==> src/rtl/fetch_pkg.sv <==
// Shared types and constants for the instruction fetch front end.
//   INSTR_W / PC_W : instruction and word-address widths
//   NOP_INSTR      : word presented to decode when nothing valid is available
//   q_entry_t      : one queued fetch result {instr, pc}
//   pc_next()      : PC successor, wraps modulo 2^PC_W
package fetch_pkg;

  localparam int INSTR_W = 16;
  localparam int PC_W    = 16;

  localparam logic [INSTR_W-1:0] NOP_INSTR = 16'h0000;

  typedef struct packed {
    logic [INSTR_W-1:0] instr;
    logic [PC_W-1:0]    pc;
  } q_entry_t;

  function automatic logic [PC_W-1:0] pc_next(input logic [PC_W-1:0] pc);
    return pc + {{(PC_W-1){1'b0}}, 1'b1};
  endfunction

endpackage

==> src/rtl/instr_queue.sv <==
// Synchronous FIFO holding fetched {instr, pc} entries between the
// instruction memory response and the decode-facing output register.
//   clk, reset (sync, active-low)
//   push / push_entry : write one entry
//   pop               : drop the head entry (ignored when empty)
//   flush             : discard all entries; wins over push
//   head              : current head entry (valid when !empty)
//   count, empty, full: occupancy status
module instr_queue #(
  parameter int QDEPTH = 4
) (
  input  logic                         clk,
  input  logic                         reset,
  input  logic                         push,
  input  logic                         pop,
  input  logic                         flush,
  input  fetch_pkg::q_entry_t          push_entry,
  output fetch_pkg::q_entry_t          head,
  output logic [$clog2(QDEPTH):0]      count,
  output logic                         empty,
  output logic                         full
);
  import fetch_pkg::*;

  localparam int AW = $clog2(QDEPTH);

  q_entry_t        mem [QDEPTH];
  logic [AW:0]     wr_ptr;
  logic [AW:0]     rd_ptr;
  logic            do_push;
  logic            do_pop;

  // Extra MSB on each pointer separates full (MSBs differ) from empty.
  assign count   = wr_ptr - rd_ptr;
  assign empty   = (wr_ptr == rd_ptr);
  assign full    = (wr_ptr[AW] != rd_ptr[AW]) && (wr_ptr[AW-1:0] == rd_ptr[AW-1:0]);
  assign head    = mem[rd_ptr[AW-1:0]];
  assign do_pop  = pop && !empty;
  assign do_push = push && (!full || do_pop);

  always_ff @(posedge clk) begin
    if (!reset) begin
      wr_ptr <= '0;
      rd_ptr <= '0;
    end else if (flush) begin
      wr_ptr <= '0;
      rd_ptr <= '0;
    end else begin
      if (do_push) wr_ptr <= wr_ptr + 1'b1;
      if (do_pop)  rd_ptr <= rd_ptr + 1'b1;
    end
  end

  // Storage carries data only, so it is not reset.
  always_ff @(posedge clk) begin
    if (reset && !flush) begin
      assert (!(push && full));
      if (do_push) mem[wr_ptr[AW-1:0]] <= push_entry;
    end
  end

endmodule

==> src/rtl/fetch_unit.sv <==
// Instruction fetch front end feeding decode.
//   clk, reset (sync, active-low)
//   stall            : decode cannot accept; output register holds
//   is_branch_taken  : flush queue, kill in-flight read, redirect PC
//   branch_target    : redirect PC, qualified by is_branch_taken
//   imem_req/addr    : read request to synchronous-read instruction memory
//   imem_rdata       : read data, one cycle after imem_req
//   instr/valid/pc   : registered instruction to decode, NOP when invalid
module fetch_unit #(
  parameter logic [fetch_pkg::PC_W-1:0]    RESET_PC  = 16'h0000,
  parameter int                            QDEPTH    = 4,
  parameter logic [fetch_pkg::INSTR_W-1:0] NOP_INSTR = fetch_pkg::NOP_INSTR
) (
  input  logic                          clk,
  input  logic                          reset,
  input  logic                          stall,
  input  logic                          is_branch_taken,
  input  logic [fetch_pkg::PC_W-1:0]    branch_target,
  output logic                          imem_req,
  output logic [fetch_pkg::PC_W-1:0]    imem_addr,
  input  logic [fetch_pkg::INSTR_W-1:0] imem_rdata,
  output logic [fetch_pkg::INSTR_W-1:0] instr,
  output logic                          instr_valid,
  output logic [fetch_pkg::PC_W-1:0]    instr_pc
);
  import fetch_pkg::*;

  localparam int CW = $clog2(QDEPTH) + 1;

  logic [PC_W-1:0] pc_p0;
  logic            vld_p1;
  logic [PC_W-1:0] pc_p1;

  q_entry_t        q_head;
  q_entry_t        resp_entry;
  logic [CW-1:0]   q_count;
  logic            q_empty;
  logic            q_full;
  logic            q_push;
  logic            q_pop;
  logic            resp_vld;
  logic [CW:0]     occupancy;

  // ---- p0: issue ----
  // Queue entries plus the read still in flight must never exceed QDEPTH,
  // which guarantees every response has a slot.
  assign occupancy = {1'b0, q_count} + {{CW{1'b0}}, vld_p1};
  assign imem_req  = reset && !is_branch_taken && !q_full &&
                     (occupancy < (CW+1)'(QDEPTH));
  assign imem_addr = pc_p0;

  // ---- p1: response ----
  // A branch in the response cycle kills the returning word.
  assign resp_vld   = vld_p1 && !is_branch_taken;
  assign resp_entry = '{instr: imem_rdata, pc: pc_p1};
  assign q_pop      = !is_branch_taken && !stall && !q_empty;
  // Bypass straight to the output when the queue is empty and decode accepts.
  assign q_push     = resp_vld && (stall || !q_empty);

  instr_queue #(.QDEPTH(QDEPTH)) u_queue (
    .clk        (clk),
    .reset      (reset),
    .push       (q_push),
    .pop        (q_pop),
    .flush      (is_branch_taken),
    .push_entry (resp_entry),
    .head       (q_head),
    .count      (q_count),
    .empty      (q_empty),
    .full       (q_full)
  );

  always_ff @(posedge clk) begin
    if (!reset) begin
      pc_p0  <= RESET_PC;
      vld_p1 <= 1'b0;
    end else begin
      vld_p1 <= imem_req;
      if (is_branch_taken) pc_p0 <= branch_target;
      else if (imem_req)   pc_p0 <= pc_next(pc_p0);
    end
  end

  always_ff @(posedge clk) begin
    if (imem_req) pc_p1 <= pc_p0;
  end

  // ---- p2: output to decode ----
  always_ff @(posedge clk) begin
    if (!reset) begin
      instr       <= NOP_INSTR;
      instr_valid <= 1'b0;
      instr_pc    <= '0;
    end else if (is_branch_taken) begin
      instr       <= NOP_INSTR;
      instr_valid <= 1'b0;
    end else if (!stall) begin
      if (!q_empty) begin
        instr       <= q_head.instr;
        instr_valid <= 1'b1;
        instr_pc    <= q_head.pc;
      end else if (resp_vld) begin
        instr       <= imem_rdata;
        instr_valid <= 1'b1;
        instr_pc    <= pc_p1;
      end else begin
        instr       <= NOP_INSTR;
        instr_valid <= 1'b0;
      end
    end
  end

endmodule

==> config.mk <==
export PLATFORM = sky130hd
export DESIGN_NAME = fetch_unit
export DESIGN_NICKNAME = d
export VERILOG_FILES = /design/src/rtl/fetch_pkg.sv /design/src/rtl/instr_queue.sv /design/src/rtl/fetch_unit.sv
export SDC_FILE = /design/constraint.sdc
export NUM_CORES = 1
export LEC_CHECK = 0
export BUFFER_PORTS_ARGS = -buffer_cell sky130_fd_sc_hd__buf_2
export CELL_PAD_IN_SITES_DETAIL_PLACEMENT = 1
export CELL_PAD_IN_SITES_GLOBAL_PLACEMENT = 1
export CORE_MARGIN = 1.5
export CORE_UTILIZATION = 46
export CTS_BUF_LIST = sky130_fd_sc_hd__clkbuf_2 sky130_fd_sc_hd__clkbuf_4 sky130_fd_sc_hd__clkbuf_8
export DETAILED_ROUTE_END_ITERATION = 7
export PLACE_DENSITY = 0.87
export SYNTH_ARGS = -nofsm -noshare
export SYNTH_HDL_FRONTEND = slang
export SYNTH_SLANG_ARGS = --single-unit
==> constraint.sdc <==
create_clock -name clk -period 3.2 [get_ports clk]
set_clock_uncertainty 0.05 [all_clocks]
set_input_delay 0.64 -clock clk [delete_from_list [all_inputs] [get_ports clk]]
set_output_delay 0.64 -clock clk [all_outputs]
set_load 0.005 [all_outputs]
Yosys cells after proc, flatten, opt, wreduce, memory -nomap -nowiden. Memories as Yosys holds them, arrays and structs flattened. A register that Yosys moved wholly into a read port is not among the register bits. Cells that the tools add are included.

Bits in registers: 72. Output and inout bits: 50. ROM bits: 0. Latch bits: 0. Memories: 1. Bits in writable memories: 128.

Multipliers: 0. Order comparisons: 1. Eq/ne operators: 4. Reduce and logical (&&, ||, !) cells: 19. Mux-type cells: 13. Bitwise gates (word level): 3. Divide/modulo/power cells: 0. Shifts and indexed selects: 0. $add $sub $neg: 5.

Memory list: u_queue.mem (words 4, bits a word 32, read ports 1, clocked after Yosys merged registers in 1, wr ports 1, line instr_queue.sv:27) `q_entry_t mem [QDEPTH];`.

Operators by type and width (number): two-way mux 16 bit (6); adder 16 x 1 -> 16 bit, second input constant (1); logical AND 1 bit (10); adder 3 x 1 -> 3 bit, second input constant (2); two-way mux 1 bit (5); adder 3 x 1 -> 4 bit (1); logical NOT 1 bit (4); < comparator 4 x 3 -> 1 bit, second input constant (1); two-way mux 2 bit (2); == test 3 bit (1); NOT 1 bit (3); AND reduction 3 bit (1); subtractor 3 bit (1); == test 2 bit (1); logical OR 1 bit (2); inequality test 2 x 1 -> 1 bit, second input constant (1); nonzero test 2 bit (1); OR reduction 2 bit (1); inequality test 1 bit (1).

Logic depth before layout (Yosys ltp).
Depth after elaboration: 9. Gate-level depth with buffers: 9. Gate-level depth less buffers: 7.

Hierarchy. Synthesis repeated with hierarchy kept, for this count alone.

Cell total of the unflattened synthesis: 530. Area, all modules: 8135.3 µm².

Modules (own cells, without submodules): instr_queue (instances 1, seq. area each 4003.8 µm², area an instance 5124.9 µm², cells an instance 227); fetch_unit (instances 1, seq. area each 1481.4 µm², area an instance 3010.4 µm², cells an instance 303).

Worst setup path before layout. OpenSTA, ideal clock, no wires.

Path type: input to register. Start point: input port stall. End point: memory u_queue.mem[3][0] (netlist name), enable pin. Path buffers: 1. Data required time: 2.729 ns. Library setup time: 0.421 ns. Slack: -0.248 ns. Arrival: 2.977 ns. Stages: 5. Path through: clkbuf_1 > xnor3_1 > a31oi_2 > nand2_1 > nor2_1.

Cells in the longest elaborated chain, start to end: 9.

Ends and longest elaborated chain: start, declared (line fetch_unit.sv:16) `input logic stall,`; logical NOT 1 bit; logical AND 1 bit (2 in series) (line fetch_unit.sv:56) `assign q_pop = !is_branch_taken && !stall && !q_empty;`; logical AND 1 bit (line instr_queue.sv:38) `assign do_pop = pop && !empty;`; logical OR 1 bit (line instr_queue.sv:39) `assign do_push = push && (!full || do_pop);`; logical AND 1 bit * (line instr_queue.sv:39); two-way mux 1 bit * (line instr_queue.sv:58) `if (do_push) mem[wr_ptr[AW-1:0]] <= push_entry;`; two-way mux 1 bit * (line instr_queue.sv:56) `if (reset && !flush) begin`; two-way mux 1 bit (implied by the code) * (line instr_queue.sv:58); end, declared (line instr_queue.sv:27).

Mark *: on every way between the ends. The rest lies on a longest branch, timed or not.

Worst setup path in the final report.
Start point: register u_queue.wr_ptr[0]. End point: output port imem_req.

Cells in the longest elaborated chain, start to end: 5.

Ends and longest elaborated chain: start, declared (line instr_queue.sv:28) `logic [AW:0] wr_ptr;`; start signal, assigned (line instr_queue.sv:49) `if (do_push) wr_ptr <= wr_ptr + 1'b1;`; branches (longest 4 deep; another with adder 3 x 1 -> 4 bit); logical AND 1 bit * (line fetch_unit.sv:48) `assign imem_req = reset && !is_branch_taken && !q_full &&`; end, declared (line fetch_unit.sv:19) `output logic imem_req,`.

Every way passes the cells marked *.

==> flow_summary_export.csv <==
group,metric,value,unit
cells_and_area,final_cell_mix,"edfxtp_1, buf_2, dfxtp_1",
synth,synth-edff-count,144,
timing,period_needed,3.03,ns
drt,wl_met2,10.4,mm
pwr,total_power,0.00518,W
clocking,clk_latency,0.53,ns
hold_path,hp-class,"input pin to flip-flop",
grt,grt_max_degree,33,
hold_path,whs_endpoint,"u_queue.mem[1][31]",
drt,drt-met1-wl,7.91,mm
grt,antenna_found_initial,0,
synth,yosysTopAreaCell,"edfxtp_1",
timing,tightest_slew,0.947,ns
placed_design,portBuffers,85,
synth,yosysWarnings,0,
drt,top_layer,"met4",
hold_path,hp-start,"imem_rdata[15]",
cells_and_area,area_delta_synth_final,17.1,%
hold_path,holdPathStages,1,
synth,synth_nets,563,
critical_path,ff2ff_path_depth,8,
critical_path,rrSetupSlack,0.65,ns
drt,dr_total_vias,5112,
timing,max_freq,330,MHz
synth,ys_seq_elements,202,
timing,finalCritPeriodShare,94.7,%
pwr,p_switching,0.00113,W
synth,ys_seq_area_share,69.0,%
critical_path,start_kind,"flip-flop",
die,die_area,0.0181,mm^2
pwr,p_comb_share,4.1,%
pwr,p_leak,3.27,nW
timing,fin_ws,0.170,ns
placed_design,post-place-ws,0.534,ns
critical_path,critical_path_class,"flip-flop to output pin",
critical_path,path_cells,"inv_1 -> ha_1 -> fa_1 -> or3b_4 -> o211ai_4 -> nor2_2 -> buf_2",
job,drv_cap,0,
pwr,internal_power,0.00405,W
die,pin_count,86,
grt,grt_pass1_wl,30.7,mm
timing,setup-tns-final,0,ns
grt,grt_overflow_total,0,
die,chipWidth,134,um
clocking,cts.repair.resized,1,
clocking,h-tree-depth,1,
drt,drt-initial-drc-count,384,
clocking,path_clk_slew,0.07,ns
timing,setup_viol,0,
cells_and_area,layout_commonest_cell,"edfxtp_1",
pwr,seq_power_share,55.9,%
drt,drc,0,
synth,synth_cell_types,47,
die,dieHeight,134,um
synth,async_flop_share,0,%
timing,grt_setup_unrepaired,"no",
synth,syn_area_per_cell,15.3,um^2
synth,synthCells,518,
synth,synth_top_area_share,54.4,%
critical_path,timing.rr.start,"u_queue.wr_ptr[0]",
critical_path,crit_fanout,4,
critical_path,cp_data_arrival_time,2.34,ns
clocking,ctsLongestPathBuffers,3,
clocking,post_cts_buffers,0,
drt,routed_wl,19.8,mm
grt,grt_pass1_vias,5489,
timing,maxSlewHeadroom,36.8,%
cells_and_area,diodes,0,
pwr,switching_share,21.8,%
synth,synth_area,0.00795,mm^2
pwr,irDropWorstVdd,250,uV
cells_and_area,nets,669,
die,start_util,47.6,%
clocking,ctsHoldBuffers,0,
critical_path,cpPeakStageDelay,0.43,ns
critical_path,crit_slowest_cell,"fa_1",
pwr,p_clk_share,40.0,%
clocking,root_buffer,"clkbuf_8",
die,core,0.0167,mm^2
drt,route.met3.wl,1.13,mm
critical_path,r2r-end,"imem_addr[3]",
timing,finalHoldViolations,0,
drt,wl_per_cell,22.8,um
drt,vias_per_cell,5.89,
clocking,cts_made_buffers,31,
cells_and_area,fillCellCount,1645,
critical_path,cp.required,2.51,ns
placed_design,place.gp.congestion,0.843,
drt,antenna_left,0,
synth,synth_area_leaders,"edfxtp_1, dfxtp_1, mux4_2",
timing,slew_viol_final,0,
synth,ys.flop_type,"edfxtp_1",
run_status,outcome,"completed",
clocking,cts_tree,"built",
clocking,clock_sinks,202,
grt,grt.total_usage,22.2,%
critical_path,endpoint_kind,"output pin",
drt,first_pass_iters,5,
die,num_rows,47,
placed_design,dpl.hpwl,12.8,mm
pwr,p_per_area,557,mW/mm^2
cells_and_area,drive_gt1_share,31.0,%
-- power groups by stage --
stage | combinational (W) | clock (W) | sequential, W
CTS | 0.000214 | 0.00211 | 0.00289
global placement | 0.000196 | 0 | 0.00294
global route | 0.000235 | 0.00222 | 0.00290
finish | 0.000214 | 0.00207 | 0.00289
detailed placement | 0.000211 | 0 | 0.00295
floorplan | 0.000102 | 0 | 0.00293
-- cell type report --
cell class / instances / area [um^2] / area share, %
clock buffers: 50 / 569 / 6.12
clock inverters: 7 / 35.0 / 0.377
inverters: 7 / 26.3 / 0.282
multi-input cells: 277 / 2290 / 24.7
flip-flops and latches: 202 / 5490 / 59.0
well taps: 220 / 275 / 2.96
repair buffers: 105 / 613 / 6.59
-- cells by family after synthesis --
group | count (synthesis) | share of synthesized area (%)
buffers and inverters | 39 | 2.19
xor gates and xnor gates | 7 | 1.13
DFF | 202 | 69.0
and+or+nand+nor | 152 | 8.94
adders and majority gates | 9 | 1.51
muxes | 35 | 9.45
AOI/OAI and AO/OA | 74 | 7.75
-- sequential cells by signal, summed over array words and instances, names as in the netlist, named ones only --
name	cells
u_queue.mem	128
pc_p1	16
instr	16
u_queue.rd_ptr	3
u_queue.wr_ptr	3
instr_pc	16
vld_p1	1
imem_addr	16
instr_valid	1
-- metal layers --
metal	GRT usage (%)	up-vias
met5	0	-
met4	7.41	0
met3	3.44	32
met2	39.3	204
met1	28.1	2597
li1	-	2279
-- worst max path at each step --
stage	start	cells after the start	slack [ns]	to
CTS	u_queue.wr_ptr[0]	7	0.001	imem_req
floorplan	u_queue.wr_ptr[0]	8	0.15	imem_req
finish	u_queue.wr_ptr[0]	7	0.17	imem_req
global route	u_queue.wr_ptr[0]	7	0.03	imem_req
detailed placement	u_queue.wr_ptr[0]	7	0.53	imem_req
global placement	u_queue.wr_ptr[0]	7	0.57	imem_req
-- cells in the mapped netlist (all sizes together), types with 12 or more instances --
master,number
nand2,44
dfxtp,58
nor3,17
edfxtp,144
nand3,12
clkbuf,18
nor2,47
mux4,32
buf,14
a221oi,16
a311oi,19
-- critical path: cells and delay by family (launching register included) --
kind                     cells  cell delay (ns)
buffers and inverters        2             0.21
AO/OA/AOI/OAI                1             0.10
adder cells (fa/ha/maj)      2             0.64
AND/OR/NAND/NOR              2             0.50
flip-flops                   1             0.36
-- through the flow --
step / util (%) / area, um^2 / std cells / hold WS (ns)
5_1_grt: 55.7 / 9300 / 868 / 0.271
3_3_place_gp: 52.0 / 8690 / 811 / 0.419
6_report: 55.7 / 9300 / 868 / 0.293
2_1_floorplan: - / 7950 / 518 / 0.417
4_1_cts: 55.7 / 9300 / 868 / 0.267
3_5_place_dp: 52.0 / 8690 / 811 / 0.429
Note: power is estimated with default switching activity, not from simulation.
